File: config.mk
export PLATFORM = sky130hd
export DESIGN_NAME = crtc_reg_loader
export DESIGN_NICKNAME = d
export VERILOG_FILES = /design/src/rtl/crtc_reg_loader.sv
export SDC_FILE = /design/constraint.sdc
export NUM_CORES = 1
export LEC_CHECK = 0
export BUFFER_PORTS_ARGS = -buffer_cell sky130_fd_sc_hd__buf_2
export CORE_MARGIN = 3
export CORE_UTILIZATION = 40
export DETAILED_ROUTE_END_ITERATION = 10
export PLACE_DENSITY = 0.67
export SETUP_SLACK_MARGIN = 0.05
export SLEW_MARGIN = 5
export SYNTH_ARGS = -nofsm -noshare
export SYNTH_HDL_FRONTEND = slang
export SYNTH_SLANG_ARGS = --single-unit
export TNS_END_PERCENT = 5
File: constraint.sdc
create_clock -name CLOCK -period 7.2 [get_ports CLOCK]
set_clock_uncertainty 0.15 [all_clocks]
set_input_delay 0.36 -clock CLOCK [delete_from_list [all_inputs] [get_ports CLOCK]]
set_output_delay 0.36 -clock CLOCK [all_outputs]
set_load 0.02 [all_outputs]
File: src/rtl/crtc_reg_loader.sv
// Programs a 6845-style CRTC register file from a 16x8 shadow table with per-register dirty bits.
// Optional macro CRTC_READBACK_EN adds readback verification of R10/R11/R14/R15 into a sticky err.

module crtc_reg_loader #(
  parameter int GAP = 1
) (
  input  logic        CLOCK,
  input  logic        nRESET,
  input  logic        tbl_we,
  input  logic [3:0]  tbl_idx,
  input  logic [7:0]  tbl_data,
  input  logic        start,
  input  logic        full,
  input  logic        vs_align,
  input  logic        VSYNC_IN,
  output logic        busy,
  output logic        done,
  output logic        err,
  output logic [15:0] dirty,
  output logic        crtc_enable,
  output logic        crtc_ncs,
  output logic        crtc_rnw,
  output logic        crtc_rs,
  output logic [7:0]  crtc_di,
  input  logic [7:0]  crtc_do
);

  typedef enum logic [3:0] {
    IDLE, WAIT_VS, SCAN, ADDR, GAP_A, DATA, GAP_D, DONE
`ifdef CRTC_READBACK_EN
    , RB_ADDR, RB_GAP_A, RB_READ, RB_GAP_R
`endif
  } state_t;

  localparam logic [3:0] GAP_LAST = (GAP == 0) ? 4'd0 : 4'(GAP - 1);

  state_t      state_q, state_d;
  logic [3:0]  i_q, i_d;
  logic [3:0]  gap_cnt_q, gap_cnt_d;
  logic        full_l_q, full_l_d;
  logic        vs_align_l_q, vs_align_l_d;
  logic        vs_prev_q, vs_prev_d;
  logic        busy_q, busy_d;
  logic        done_q, done_d;
  logic [15:0] dirty_q, dirty_d;
  logic [7:0]  shadow_q [16];
  logic [7:0]  shadow_d [16];
  logic        enable_q, enable_d;
  logic        ncs_q, ncs_d;
  logic        rnw_q, rnw_d;
  logic        rs_q, rs_d;
  logic [7:0]  di_q, di_d;
  logic        gap_last;
  logic        after_data;
  logic        finish_reg;

  assign gap_last = (gap_cnt_q == GAP_LAST);

`ifdef CRTC_READBACK_EN
  logic       err_q, err_d;
  logic [7:0] rb_ref_q, rb_ref_d;
  logic [7:0] rb_mask;
  logic       rb_sel;

  assign rb_sel = (i_q == 4'd10) || (i_q == 4'd11) || (i_q == 4'd14) || (i_q == 4'd15);

  always_comb begin
    case (i_q)
      4'd10:   rb_mask = 8'h7F;
      4'd11:   rb_mask = 8'h1F;
      4'd14:   rb_mask = 8'h3F;
      default: rb_mask = 8'hFF;
    endcase
  end
  assign err = err_q;
`else
  logic unused_do;
  assign unused_do = ^crtc_do;
  assign err = 1'b0;
`endif

  always_comb begin
    state_d      = state_q;
    i_d          = i_q;
    gap_cnt_d    = 4'd0;
    full_l_d     = full_l_q;
    vs_align_l_d = vs_align_l_q;
    vs_prev_d    = VSYNC_IN;
    busy_d       = busy_q;
    after_data   = 1'b0;
    finish_reg   = 1'b0;
    shadow_d     = shadow_q;
    if (tbl_we) shadow_d[tbl_idx] = tbl_data;
`ifdef CRTC_READBACK_EN
    err_d    = err_q;
    rb_ref_d = rb_ref_q;
`endif

    // IDLE spends one launch cycle (busy already high) before the burst proper.
    case (state_q)
      IDLE: begin
        if (busy_q) begin
          state_d = vs_align_l_q ? WAIT_VS : SCAN;
        end else if (start) begin
          full_l_d     = full;
          vs_align_l_d = vs_align;
          i_d          = 4'd0;
          busy_d       = 1'b1;
`ifdef CRTC_READBACK_EN
          err_d        = 1'b0;
`endif
        end
      end
      WAIT_VS: if (VSYNC_IN && !vs_prev_q) state_d = SCAN;
      SCAN: begin
        if (full_l_q || dirty_q[i_q]) state_d = ADDR;
        else if (i_q == 4'hF)         state_d = DONE;
        else                          i_d = i_q + 4'd1;
      end
      ADDR:  state_d = (GAP == 0) ? DATA : GAP_A;
      GAP_A: if (gap_last) state_d = DATA; else gap_cnt_d = gap_cnt_q + 4'd1;
      DATA:  if (GAP == 0) after_data = 1'b1; else state_d = GAP_D;
      GAP_D: if (gap_last) after_data = 1'b1; else gap_cnt_d = gap_cnt_q + 4'd1;
`ifdef CRTC_READBACK_EN
      RB_ADDR:  state_d = (GAP == 0) ? RB_READ : RB_GAP_A;
      RB_GAP_A: if (gap_last) state_d = RB_READ; else gap_cnt_d = gap_cnt_q + 4'd1;
      RB_READ: begin
        if (((crtc_do ^ rb_ref_q) & rb_mask) != 8'h00) err_d = 1'b1;
        if (GAP == 0) finish_reg = 1'b1; else state_d = RB_GAP_R;
      end
      RB_GAP_R: if (gap_last) finish_reg = 1'b1; else gap_cnt_d = gap_cnt_q + 4'd1;
`endif
      DONE: begin
        state_d = IDLE;
        busy_d  = 1'b0;
      end
      default: state_d = IDLE;
    endcase

`ifdef CRTC_READBACK_EN
    if (after_data) begin
      if (rb_sel) state_d = RB_ADDR;
      else        finish_reg = 1'b1;
    end
`else
    if (after_data) finish_reg = 1'b1;
`endif

    if (finish_reg) begin
      if (i_q == 4'hF) begin
        state_d = DONE;
      end else begin
        state_d = SCAN;
        i_d     = i_q + 4'd1;
      end
    end

    // A host write landing on the DATA launch edge keeps the register dirty.
    dirty_d = dirty_q;
    if (state_d == DATA) dirty_d[i_d] = 1'b0;
    if (tbl_we) dirty_d[tbl_idx] = 1'b1;

    enable_d = 1'b0;
    ncs_d    = 1'b1;
    rnw_d    = 1'b1;
    rs_d     = 1'b0;
    di_d     = 8'h00;
    case (state_d)
`ifdef CRTC_READBACK_EN
      ADDR, RB_ADDR: begin
`else
      ADDR: begin
`endif
        enable_d = 1'b1;
        ncs_d    = 1'b0;
        rnw_d    = 1'b0;
        di_d     = {4'b0000, i_d};
      end
      DATA: begin
        enable_d = 1'b1;
        ncs_d    = 1'b0;
        rnw_d    = 1'b0;
        rs_d     = 1'b1;
        di_d     = shadow_d[i_d];
`ifdef CRTC_READBACK_EN
        rb_ref_d = shadow_d[i_d];
`endif
      end
`ifdef CRTC_READBACK_EN
      RB_READ: begin
        enable_d = 1'b1;
        ncs_d    = 1'b0;
        rs_d     = 1'b1;
      end
`endif
      default: ;
    endcase

    done_d = (state_d == DONE);
  end

  always_ff @(posedge CLOCK) begin
    if (!nRESET) begin
      state_q      <= IDLE;
      i_q          <= 4'd0;
      gap_cnt_q    <= 4'd0;
      full_l_q     <= 1'b0;
      vs_align_l_q <= 1'b0;
      vs_prev_q    <= 1'b0;
      busy_q       <= 1'b0;
      done_q       <= 1'b0;
      dirty_q      <= 16'h0000;
      shadow_q     <= '{default: 8'h00};
      enable_q     <= 1'b0;
      ncs_q        <= 1'b1;
      rnw_q        <= 1'b1;
      rs_q         <= 1'b0;
      di_q         <= 8'h00;
`ifdef CRTC_READBACK_EN
      err_q        <= 1'b0;
      rb_ref_q     <= 8'h00;
`endif
    end else begin
      state_q      <= state_d;
      i_q          <= i_d;
      gap_cnt_q    <= gap_cnt_d;
      full_l_q     <= full_l_d;
      vs_align_l_q <= vs_align_l_d;
      vs_prev_q    <= vs_prev_d;
      busy_q       <= busy_d;
      done_q       <= done_d;
      dirty_q      <= dirty_d;
      shadow_q     <= shadow_d;
      enable_q     <= enable_d;
      ncs_q        <= ncs_d;
      rnw_q        <= rnw_d;
      rs_q         <= rs_d;
      di_q         <= di_d;
`ifdef CRTC_READBACK_EN
      err_q        <= err_d;
      rb_ref_q     <= rb_ref_d;
`endif
    end
  end

  assign busy        = busy_q;
  assign done        = done_q;
  assign dirty       = dirty_q;
  assign crtc_enable = enable_q;
  assign crtc_ncs    = ncs_q;
  assign crtc_rnw    = rnw_q;
  assign crtc_rs     = rs_q;
  assign crtc_di     = di_q;

endmodule

# == Yosys cells after proc, flatten, opt, wreduce, memory -nomap -nowiden ==
# Cells that the tools add are included.
# totals
reg_bits,172
in_bits,27
elab_cells,112
# classes
n_addsub,2
magnitude_cmp,8
n_eq_ne,11
mux,41
bitwise_logic,8
n_reduce_logical,13
# ops
op,n
$bwmux W128,1
$mux W128,1
$mux W4,12
$bmux W8 S4,1
$demux W8 S4,1
$mux W16,2
$pmux W4 S7,1
$eq A4 B3 Y1 const B,6
$mux W8,3
$and A16 B16 Y16,1
$not A16 Y16,1
$or A16 B16 Y16,1
$pmux W8 S2,1
$lt A4 B5 Y1 const B,3
$eq A4 B2 Y1 const B,3
$mux W1,11
$ge A5 B5 Y1 const B,2
$not A4 Y5,2
$add A4 B1 Y4 const B,2
$demux W1 S4,2
$ge A4 B1 Y1 const B,2
$logic_not A4 Y1,2
$pmux W4 S2,1
$lt A5 B1 Y1 const B,1
14 further kinds,20

# == Depth between registers and ports, before layout ==
# Gate-level depths: netlist of run 1.
# logic_depth
word_depth,16
depth_mapped,16
ltp_nobuf,12

# == Worst setup path before layout of run 1 ==
# No wires, ideal clock.
# synth_timing
path_type,reg-to-reg
startpoint,register gap_cnt_q[0]
endpoint,register di_q[3] (netlist: crtc_di[3])
arrival_time_ns,2.884
required_ns,6.933
setup_slack_ns,4.048
path_stages_with_launch,14
n_path_buf,2
cell_sequence,dfxtp_1 > inv_1 > ha_1 > nor3b_1 > nand4_1 > and3_1 > buf_2 > nor3_2 > mux2_4 > buf_2 > o221ai_2 > a2111oi_2 > a21oi_1 > a32o_1
# synth_via
elab_chain_len,10
elab_cells_between_ends,15
cone_classes,eq/ne: 2; mux: 11; bitwise: 1; reduce/logical: 1
# synth_rtl
item,line,text
"start, declared",39,"logic [3:0] gap_cnt_q, gap_cnt_d;"
"start signal, assigned",226,gap_cnt_q <= gap_cnt_d;
$logic_not A4 Y1 *,57,assign gap_last = (gap_cnt_q == GAP_LAST);
$mux W1,123,GAP_D: if (gap_last) after_data = 1'b1; else gap_cnt_d = gap_cnt_q + 4'd1;
$mux W1,100,case (state_q)
$mux W1,146,if (after_data) finish_reg = 1'b1;
$mux W4,149,if (finish_reg) begin
$not A4 Y5 (implied by the code),184,di_d = shadow_d[i_d];
$bmux W8 S4,184,
$mux W8 (implied by the code) (2 in a row),184,
$pmux W8 S2 *,168,case (state_d)
"end signal, assigned",238,di_q <= di_d;
"end, declared",52,"logic [7:0] di_q, di_d;"
# Every way passes the cells marked *; elsewhere a longest branch is shown, timed or not. The select of a mux whose other input is x is not followed.
# A chain may end at the register's enable or synchronous reset.

# == Worst setup path in the final report of run 1 ==
# layout_timing
startpoint,register gap_cnt_q[0]
endpoint,register di_q[4] (netlist: crtc_di[4])
# The elaborated chain is that of the path after synthesis.

==> results by group, run 1 <==
Timing
  – Setup violators final: 0
  – Fmax achieved: 215 MHz
  – Final WS setup: 2550 ps
  – Final Max Slew Viols: 0
  – Fin Setup TNS: 0 ps
  – RSZ-0062 raised after global routing: no
  – Worst slew margin: 22.4%
  – Final count of hold timing violations: 0
  – Measured slew at the worst slew-check pin: 1160 ps
  – Tmin final: 4650 ps
  – WHS: 9.93 ps
  – Final worst-path cycle share: 64.6%

Floorplan
  – Initial Util: 40.8%
  – Core area: 21900 um^2
  – Floorplan row count: 54
  – Total die area: 24100 um^2
  – # IOs: 58
  – DIE WIDTH: 155 um
  – Die H: 155 um

Global route
  – Vias in the first global route: 8313
  – Largest net degree at the start of global routing: 105
  – Total Routing Usage GR: 23.0%
  – Total grt overflow: 0
  – Number of antenna violations at the first check in global routing: 0
  – First-pass GRT wire length: 45000 um

CTS
  – Clock latency on the worst-skew pair: 440 ps
  – Clk root buf: clkbuf_16
  – CTS sink count: 172
  – Clock Pin Slew Worst Setup and Hold Paths: 60 ps
  – Deepest clock path buffer count: 2
  – CTS tree: built
  – Cts bufs inserted: 17
  – Htree depth: 4

Placement
  – HPWL Detailed: 18500 um
  – Setup slack at placement: 2630 ps
  – # port buffers: 48
  – GP Congestion: 0.927
  – Dpl cells: 1488

Drt
  – Post-DR vias/cell: 5.91
  – Initial DRC count: 1037
  – Antenna viol nets, final: 0
  – Post-route met1 wirelength: 12900 um
  – Met2 wire length: 12800 um
  – Routed WL per cell: 18.5 um
  – Pre-antenna DRT Iters: 6
  – Uppermost layer routed: met4
  – DR vias: 8995
  – Final WL: 28100 um
  – Post-route DRC: 0
  – Met3 routed WL: 1990 um

Cells and area
  – Layout area overhead: 10.4%
  – Antenna Cells: 0
  – Multi-input logic area: 4980 um^2
  – Fillcell total: 2254
  – Final std cells w/o fill: 1521
  – Register area: 3440 um^2
  – Final net count: 1258
  – Proportion of layout cells with a drive suffix above 1: 10.2%

Setup path
  – CP max stage delay: 690 ps
  – Slowest CP cell: mux2_4
  – Crit. End Element: flip-flop
  – Setup CP Type: reg -> reg
  – Startpoint types: flip-flop
  – Largest delay contributor family on the critical path: simple AND/OR/NAND/NOR gates
  – Worst Path Required: 7400 ps
  – Crit path DAT: 4850 ps
  – CP Cell Sequence: inv_1, ha_1, nor3b_1, nand4_1, and3_1, nor3_2, mux2_4, buf_4, nor2_1, a21oi_1, o311ai_0, a221o_1, o22ai_1
  – WP buf/inv: 2
  – Worst Path Max Fanout: 62

Logic synthesis
  – Main synth FF type: dfxtp_1
  – Syn Inst Count: 1241
  – Total of warnings raised by yosys: 0
  – Seq/Total Area, Yosys: 38.6%
  – Async set-reset flop share out of synthesis: 0%
  – Post-Syn Area: 8930 um^2
  – Synthesized flop and latch total: 172
  – Mapped Avg Cell Area: 7.19 um^2
  – Post-synth cell types: 77
  – Post-synth EDFFs: 0

Pwr
  – Lkg Pwr: 3.34 nW
  – P per Cell Area: 223 nW/um^2
  – Max VDD drop: 0.148 mV

Status
  – Status: finished, final reports clean

Hold path
  – Class of the worst hold path: in -> reg

Flow run
  – Max-cap viol count: 0
-- routing by layer --
layer	vias up	global-route usage (%)
li1	4330	-
met1	4229	32.2
met2	390	36.6
met3	46	3.89
met4	0	6.63
met5	-	0
-- kinds of logic (layout without fill, tap and decap cells) --
family,after synthesis,after routing,synth area share (%)
and+or+nand+nor,576,576,28.1
adders and majority gates,3,3,0.421
other,1,2,0.0420
buffers and inverters,115,114,5.75
muxes,19,19,2.83
AOI/OAI and AO/OA,352,352,24.0
DFF,172,172,38.6
xor gates and xnor gates,3,3,0.294
-- cell type report --
type / count / share of cell area (%)
multi-input cells: 955 / 50.6
flip-flops and latches: 172 / 34.9
clock buffers: 20 / 4.73
repair buffers: 66 / 3.96
well taps: 280 / 3.55
clock inverters: 12 / 1.62
inverters: 16 / 0.635
-- path summary, 6_finish.rpt --
path                            cells after the start         start           end  slack, ps
worst max register to register                     13  gap_cnt_q[0]    crtc_di[4]       2550
worst max-delay path                               13  gap_cnt_q[0]    crtc_di[4]       2550
worst min register to register                      2  shadow_q[30]  shadow_q[30]        310
worst min-delay path                                3      vs_align  vs_align_l_q         10
-- synthesized netlist by cell type, types with 14 or more instances --
library cell	instances	area (um^2)
a21oi_1	186	931
clkbuf_1	69	259
or3_1	14	87.6
nand2_1	304	1140
buf_2	17	85.1
a31oi_1	19	119
nor2_1	100	375
nand3_1	30	150
o21ai_0	45	225
nor3_1	79	395
inv_1	15	56.3
dfxtp_1	172	3440
-- worst reg2reg max path, cell delays in order (launching register included) --
cell and delay [ps]:
dfxtp_1 340, inv_1 60, ha_1 140, nor3b_1 590, nand4_1 300, and3_1 350, nor3_2 300, mux2_4 690
buf_4 590, nor2_1 130, a21oi_1 230, o311ai_0 180, a221o_1 340, o22ai_1 190
-- power by group --
group | switching, mW | leakage, nW | total [mW] | internal [mW]
sequential | 0.0120 | 1.39 | 0.977 | 0.965
combinational | 0.163 | 1.65 | 0.234 | 0.0708
clock | 0.408 | 0.295 | 0.984 | 0.576
total | 0.583 | 3.34 | 2.19 | 1.61
-- through the flow --
step / instance area [um^2] / power (mW) / util [%]
2_1_floorplan: 8930 / 1.16 / -
3_3_place_gp: 9220 / 1.23 / 42.1
3_5_place_dp: 9220 / 1.23 / 42.1
4_1_cts: 9860 / 2.20 / 45.0
5_1_grt: 9860 / 2.27 / 45.0
6_report: 9860 / 2.19 / 45.0
-- registers in the layout, indices dropped and copies added (netlist names) --
name	count
shadow_q	128
vs_prev_q	1
crtc_di	8
crtc_enable	1
busy	1
full_l_q	1
state_q	4
i_q	4
vs_align_l_q	1
dirty	16
crtc_rs	1
crtc_rnw	1
done	1
gap_cnt_q	4
-- what timing repair did --
action,CTS,global route
hold buffers,1,0
endpoints found under the hold margin,1,0
buffers inserted,0,0
resized for setup,0,0
-- layout by cell type (no fill, tap or decap), types with 5 or more instances in the layout --
cell type,synthesis,routed
a21oi_1,186,185
a221oi_1,9,9
a31oi_1,19,19
and3_1,6,6
buf_2,17,48
buf_4,8,16
clkbuf_16,0,17
dfxtp_1,172,172
inv_1,15,15
mux2i_1,11,11
nand2_1,304,304
nand2b_1,7,7
nand3_1,30,30
nor2_1,100,100
nor3_1,79,78
nor4_1,5,5
o211ai_1,8,8
o21ai_0,45,45
o21ai_1,6,6
o22ai_1,11,11
o31ai_1,8,8
o32ai_1,10,10
or3_1,14,14
Power figures use the tool's default switching activity.
==> run 2, diff against run 1 <==
- ABC_AREA: unset -> 1
- PLACE_DENSITY: 0.67 -> 0.69
- clock period: 7.2 -> 4.17 ns (I/O delays scaled with it)
==> results by group, run 2 <==
Status
  – Status: finished, final reports clean

Timing
  – WHS: 97.8 ps
  – Fin Setup TNS: 0 ps
  – Worst slew margin: 33.4%
  – RSZ-0062 raised after global routing: no
  – Setup violators final: 0
  – Fmax achieved: 294 MHz
  – Final count of hold timing violations: 0
  – Measured slew at the worst slew-check pin: 996 ps
  – Tmin final: 3400 ps
  – Final Max Slew Viols: 0
  – Final WS setup: 769 ps
  – Final worst-path cycle share: 81.6%

Flow run
  – Max-cap viol count: 0

Global route
  – Number of antenna violations at the first check in global routing: 0
  – First-pass GRT wire length: 35600 um
  – GR met3 Demand/Resource: 4.14%
  – Total Routing Usage GR: 20.1%
  – Largest net degree at the start of global routing: 57
  – Vias in the first global route: 6900
  – GR Util met2: 30.9%
  – Grt peak-use layer: met2
  – Met1 usage: 28.7%
  – Total grt overflow: 0

Cells and area
  – Final std cells w/o fill: 1551
  – Most flops, register: shadow_q
  – Proportion of layout cells with a drive suffix above 1: 10.0%
  – Max reg flops: 128
  – Antenna Cells: 0
  – Final Instance Area: 9140 um^2
  – Most frequent cells in the layout: nand2_1, nor2_1, dfxtp_1
  – Layout area overhead: 12.4%
  – Commonest non-fill, non-tap cell in the layout: nand2_1
  – Util after Layout: 46.3%
  – Final net count: 1303

Floorplan
  – Core area: 19700 um^2
  – Floorplan row count: 51
  – DIE WIDTH: 149 um
  – # IOs: 58
  – Total die area: 22100 um^2
  – Initial Util: 41.2%
  – Die H: 149 um

Pwr
  – Lkg Pwr: 4.30 nW
  – Max VDD drop: 0.302 mV
  – P per Cell Area: 413 nW/um^2
  – Power Total: 3.77 mW

CTS
  – Clock latency on the worst-skew pair: 440 ps
  – Cts bufs inserted: 17
  – CTS sink count: 172
  – Htree depth: 4
  – PostCTS Resize Cnt: 0
  – Clk root buf: clkbuf_16
  – Clock Pin Slew Worst Setup and Hold Paths: 70 ps
  – Deepest clock path buffer count: 2
  – CTS tree: built

Drt
  – Post-route DRC: 0
  – Antenna viol nets, final: 0
  – Routed WL per cell: 14.1 um
  – DR vias: 7801
  – Initial DRC count: 705
  – Post-DR vias/cell: 5.03
  – Pre-antenna DRT Iters: 5
  – Final WL: 21900 um

Logic synthesis
  – Most frequent cells after synthesis: nand2_1, nor2_1, dfxtp_1
  – Seq/Total Area, Yosys: 42.4%
  – Share of the synthesized area in the top cell type: 42.4%
  – Post-Syn Area: 8130 um^2
  – Mapped Avg Cell Area: 6.50 um^2
  – Total of warnings raised by yosys: 0
  – Post-synth EDFFs: 0
  – Async set-reset flop share out of synthesis: 0%
  – Most frequent cell after synthesis: nand2_1
  – Main synth FF type: dfxtp_1
  – Cell taking the most area after synthesis: dfxtp_1
  – Syn Inst Count: 1251
  – Synthesized flop and latch total: 172
  – Synth top area cells: dfxtp_1, nand2_1, nor2_1
  – Post-synth cell types: 35

Setup path
  – Slowest CP cell: dfxtp_1
  – WP buf/inv: 2
  – Crit path DAT: 3590 ps
  – Worst Path Max Fanout: 34
  – Cell depth of the worst setup path: 19
  – Crit. End Element: flip-flop
  – Startpoint types: flip-flop
  – Setup CP Type: reg -> reg
  – Most Frequent Cell on Critical Path: nand2_1
  – CP Cell Sequence: inv_2, nand2_1, nand3_1, nand3_1, nand3_2, nand3_4, nand2_1, nand3_1, nand2_1, nand2_4, nand2_4, buf_12, nand2_1, nand2_1, nand2_1, nand2_1, nand2_1, nand3_1, nor2_1
  – Worst Path Required: 4360 ps
  – FF-to-FF path depth: 19
  – CP max stage delay: 590 ps
  – Largest delay contributor family on the critical path: simple AND/OR/NAND/NOR gates

Placement
  – # port buffers: 48
  – HPWL Detailed: 13900 um
  – Setup slack at placement: 791 ps
  – Dpl cells: 1510
  – GP Congestion: 0.829
  – Placed cell areas: 8470 um^2

Hold path
  – Hold depth: 5
  – Class of the worst hold path: in -> reg
[run 2: cell types whose count changed after synthesis, sizes merged, moves of 11 or more]
cell / previous run / this run
nor2: 102 / 274
nand2: 305 / 394
nor3: 82 / 5
a21oi: 186 / 122
inv: 16 / 71
nand3: 30 / 69
clkbuf: 69 / 43
a31oi: 19 / 4
or3: 15 / 0
mux2i: 12 / 0
o22ai: 11 / 0
o32ai: 11 / 0
[run 2: cells by family after synthesis]
kind of cell / synth area share [%]
flip-flops: 42.4
adder cells (fa/ha/maj): 0.462
XOR/XNOR: 0.323
buffers and inverters: 7.71
AO/OA/AOI/OAI: 12.2
AND/OR/NAND/NOR: 36.9
other: 0.0461
[run 2: cell type report]
class | instances | area (um^2)
Clock buffer | 17 | 425
Clock inverter | 15 | 153
Fill cell | 2050 | 10600
Inverter | 71 | 269
Multi-Input combinational cell | 942 | 4080
Sequential cell | 172 | 3440
Tap cell | 265 | 332
Timing Repair Buffer | 69 | 433
[run 2: path summary, 6_finish.rpt]
path                      from           end  slack (ps)
setup / recovery        i_q[0]    crtc_di[5]         770
hold reg to reg   gap_cnt_q[0]  gap_cnt_q[0]         330
setup reg to reg        i_q[0]    crtc_di[5]         770
hold / removal      tbl_idx[2]      dirty[5]         100
[run 2: power by group]
part	internal [mW]	switching [mW]
sequential	1.67	0.0184
clock	0.797	0.755
combinational	0.160	0.373
[run 2: routing by layer]
metal  vias up  routed length, um
met1      3568              10400
met4         0                405
li1       3984                  -
met3        33               1480
met5         -                  0
met2       216               9680
[run 2: worst reg2reg max path: stages, from the launching register on]
cell	delay, ps
dfxtp_1	590
inv_2	200
nand2_1	100
nand3_1	80
nand3_1	110
nand3_2	120
nand3_4	130
nand2_1	60
nand3_1	60
nand2_1	150
nand2_4	310
nand2_4	340
buf_12	290
nand2_1	90
nand2_1	60
nand2_1	50
nand2_1	50
nand2_1	50
nand3_1	100
nor2_1	220
[run 2: repair_timing]
| item | 4_1_cts | 5_1_grt |
|---|---|---|
| hold buffers | 9 | 0 |
| hold endpoints to repair | 7 | 0 |
| buffers inserted | 0 | 0 |
==> run 3, diff against run 2 <==
- PLACE_DENSITY: 0.69 -> 0.67
- clock period: 4.17 -> 3.2 ns (I/O delays scaled with it)
==> results by group, run 3 (same netlist as run 2, synthesis figures left out) <==
Timing
  – Fin Setup TNS: 0 ps
  – Final count of hold timing violations: 0
  – Final Max Slew Viols: 0
  – Setup violators final: 0
  – Measured slew at the worst slew-check pin: 737 ps
  – Worst slew margin: 50.7%
  – RSZ-0062 raised after global routing: no
  – Final worst-path cycle share: 90.5%
  – Tmin final: 2900 ps
  – Fmax achieved: 345 MHz

Cells and area
  – Fillcell total: 1998
  – Proportion of layout cells with a drive suffix above 1: 10.5%
  – Antenna Cells: 0
  – Final net count: 1311
  – Max reg flops: 128
  – Layout area overhead: 14.0%
  – Most frequent cells in the layout: nand2_1, nor2_1, dfxtp_1
  – Most flops, register: shadow_q
  – Final Instance Area: 9260 um^2
  – Commonest non-fill, non-tap cell in the layout: nand2_1
  – Util after Layout: 47.0%

CTS
  – Deepest clock path buffer count: 2
  – Clock Pin Slew Worst Setup and Hold Paths: 70 ps
  – CTS tree: built
  – Clock latency on the worst-skew pair: 430 ps
  – Htree depth: 4
  – PostCTS Resize Cnt: 0
  – Cts bufs inserted: 17
  – Clk root buf: clkbuf_16
  – Postcts setup bufs: 0
  – CTS sink count: 172

Placement
  – GP Congestion: 0.887
  – # port buffers: 48
  – Placed cell areas: 8570 um^2
  – HPWL Detailed: 14200 um

Floorplan
  – DIE WIDTH: 149 um
  – # IOs: 58
  – Initial Util: 41.2%
  – Die H: 149 um
  – Core area: 19700 um^2
  – Floorplan row count: 51
  – Total die area: 22100 um^2

Setup path
  – Setup CP Type: reg -> reg
  – Crit path DAT: 3040 ps
  – Startpoint types: flip-flop
  – Crit. End Element: flip-flop
  – Slowest CP cell: dfxtp_1
  – CP max stage delay: 510 ps
  – Worst Path Required: 3340 ps
  – Worst Path Max Fanout: 43
  – Most Frequent Cell on Critical Path: nand2_1
  – CP Cell Sequence: ha_1, nand2_1, inv_1, nand2_1, xor2_1, nand4_1, nand3_1, nand2_1, nand2_4, nand2_4, buf_12, nand2_1, nand2_1, nand2_1, nand2_1, nand2_1, nand2_1, o21bai_1

Global route
  – Total Routing Usage GR: 20.2%
  – Number of antenna violations at the first check in global routing: 0
  – First-pass GRT wire length: 35700 um
  – Largest net degree at the start of global routing: 47
  – Total grt overflow: 0
  – Vias in the first global route: 7013

Drt
  – Antenna viol nets, final: 0
  – Post-DR vias/cell: 4.98
  – Final WL: 22200 um
  – DR vias: 7755
  – Initial DRC count: 606
  – Pre-antenna DRT Iters: 5
  – Post-route DRC: 0
  – Routed WL per cell: 14.2 um

Pwr
  – Max VDD drop: 0.325 mV
  – Lkg Pwr: 4.37 nW
  – P per Cell Area: 546 nW/um^2

Flow run
  – Max-cap viol count: 0

Hold path
  – Class of the worst hold path: in -> reg

Status
  – Status: finished, final reports clean
run 3: changes by cell type in the layout (fill, tap and decap cells not counted), moves of 3 or more:
| cell | change |
|---|---|
| inv_8 | -4 |
| buf_4 | +5 |
| buf_12 | +3 |
| bufinv_16 | +3 |
run 3: cell type report:
type	instances	area, um^2	share of cell area [%]
flip-flops and latches	172	3440	37.2
repair buffers	77	531	5.73
clock buffers	18	439	4.74
well taps	265	332	3.58
multi-input cells	942	4080	44.1
clock inverters	13	168	1.81
inverters	71	269	2.90
run 3: through the flow:
step | setup slack, ps | power, mW | cells | hold WS, ps
finish | 302 | 5.06 | 1558 | 123
floorplan | 976 | 2.78 | 1252 | 103
detailed placement | 343 | 2.96 | 1518 | 215
global placement | 391 | 2.95 | 1518 | 204
CTS | 301 | 5.10 | 1558 | 106
global route | 63.6 | 5.29 | 1558 | 168
run 3: worst max-delay path: cells and delay by family, from the launching register on:
kind | cells | cell delay (ps)
buffers and inverters | 2 | 360
AO/OA/AOI/OAI | 1 | 100
AND/OR/NAND/NOR | 13 | 1210
flip-flops | 1 | 510
adder cells (fa/ha/maj) | 1 | 240
XOR/XNOR | 1 | 170
run 3: worst paths after layout:
kind              endpoint  slack, ps  cells past startpoint         start
min reg2reg   gap_cnt_q[0]        310                      1  gap_cnt_q[0]
max             crtc_di[2]        300                     18        i_q[1]
min          shadow_q[121]        120                      5    tbl_idx[3]
max reg2reg     crtc_di[2]        300                     18        i_q[1]
run 3: power breakdown:
part           total, mW  switching (mW)  internal, mW
clock network       2.13           0.880          1.25
logic              0.728           0.502         0.227
registers           2.20          0.0218          2.18
total               5.06            1.40          3.66
run 3: what timing repair did:
| item | CTS | global route |
|---|---|---|
| setup endpoints to repair | 0 | 0 |
| endpoints found under the hold margin | 9 | 0 |
| hold buffers | 9 | 0 |
run 3: per-layer routing:
| layer | wire (um) | GRT usage [%] | up-vias |
|---|---|---|---|
| met3 | 1400 | 4.33 | 25 |
| met1 | 10200 | 27.7 | 3509 |
| met2 | 10200 | 32.3 | 238 |
| met5 | 0 | 0 | - |
| met4 | 297 | 5.36 | 0 |
| li1 | - | - | 3983 |
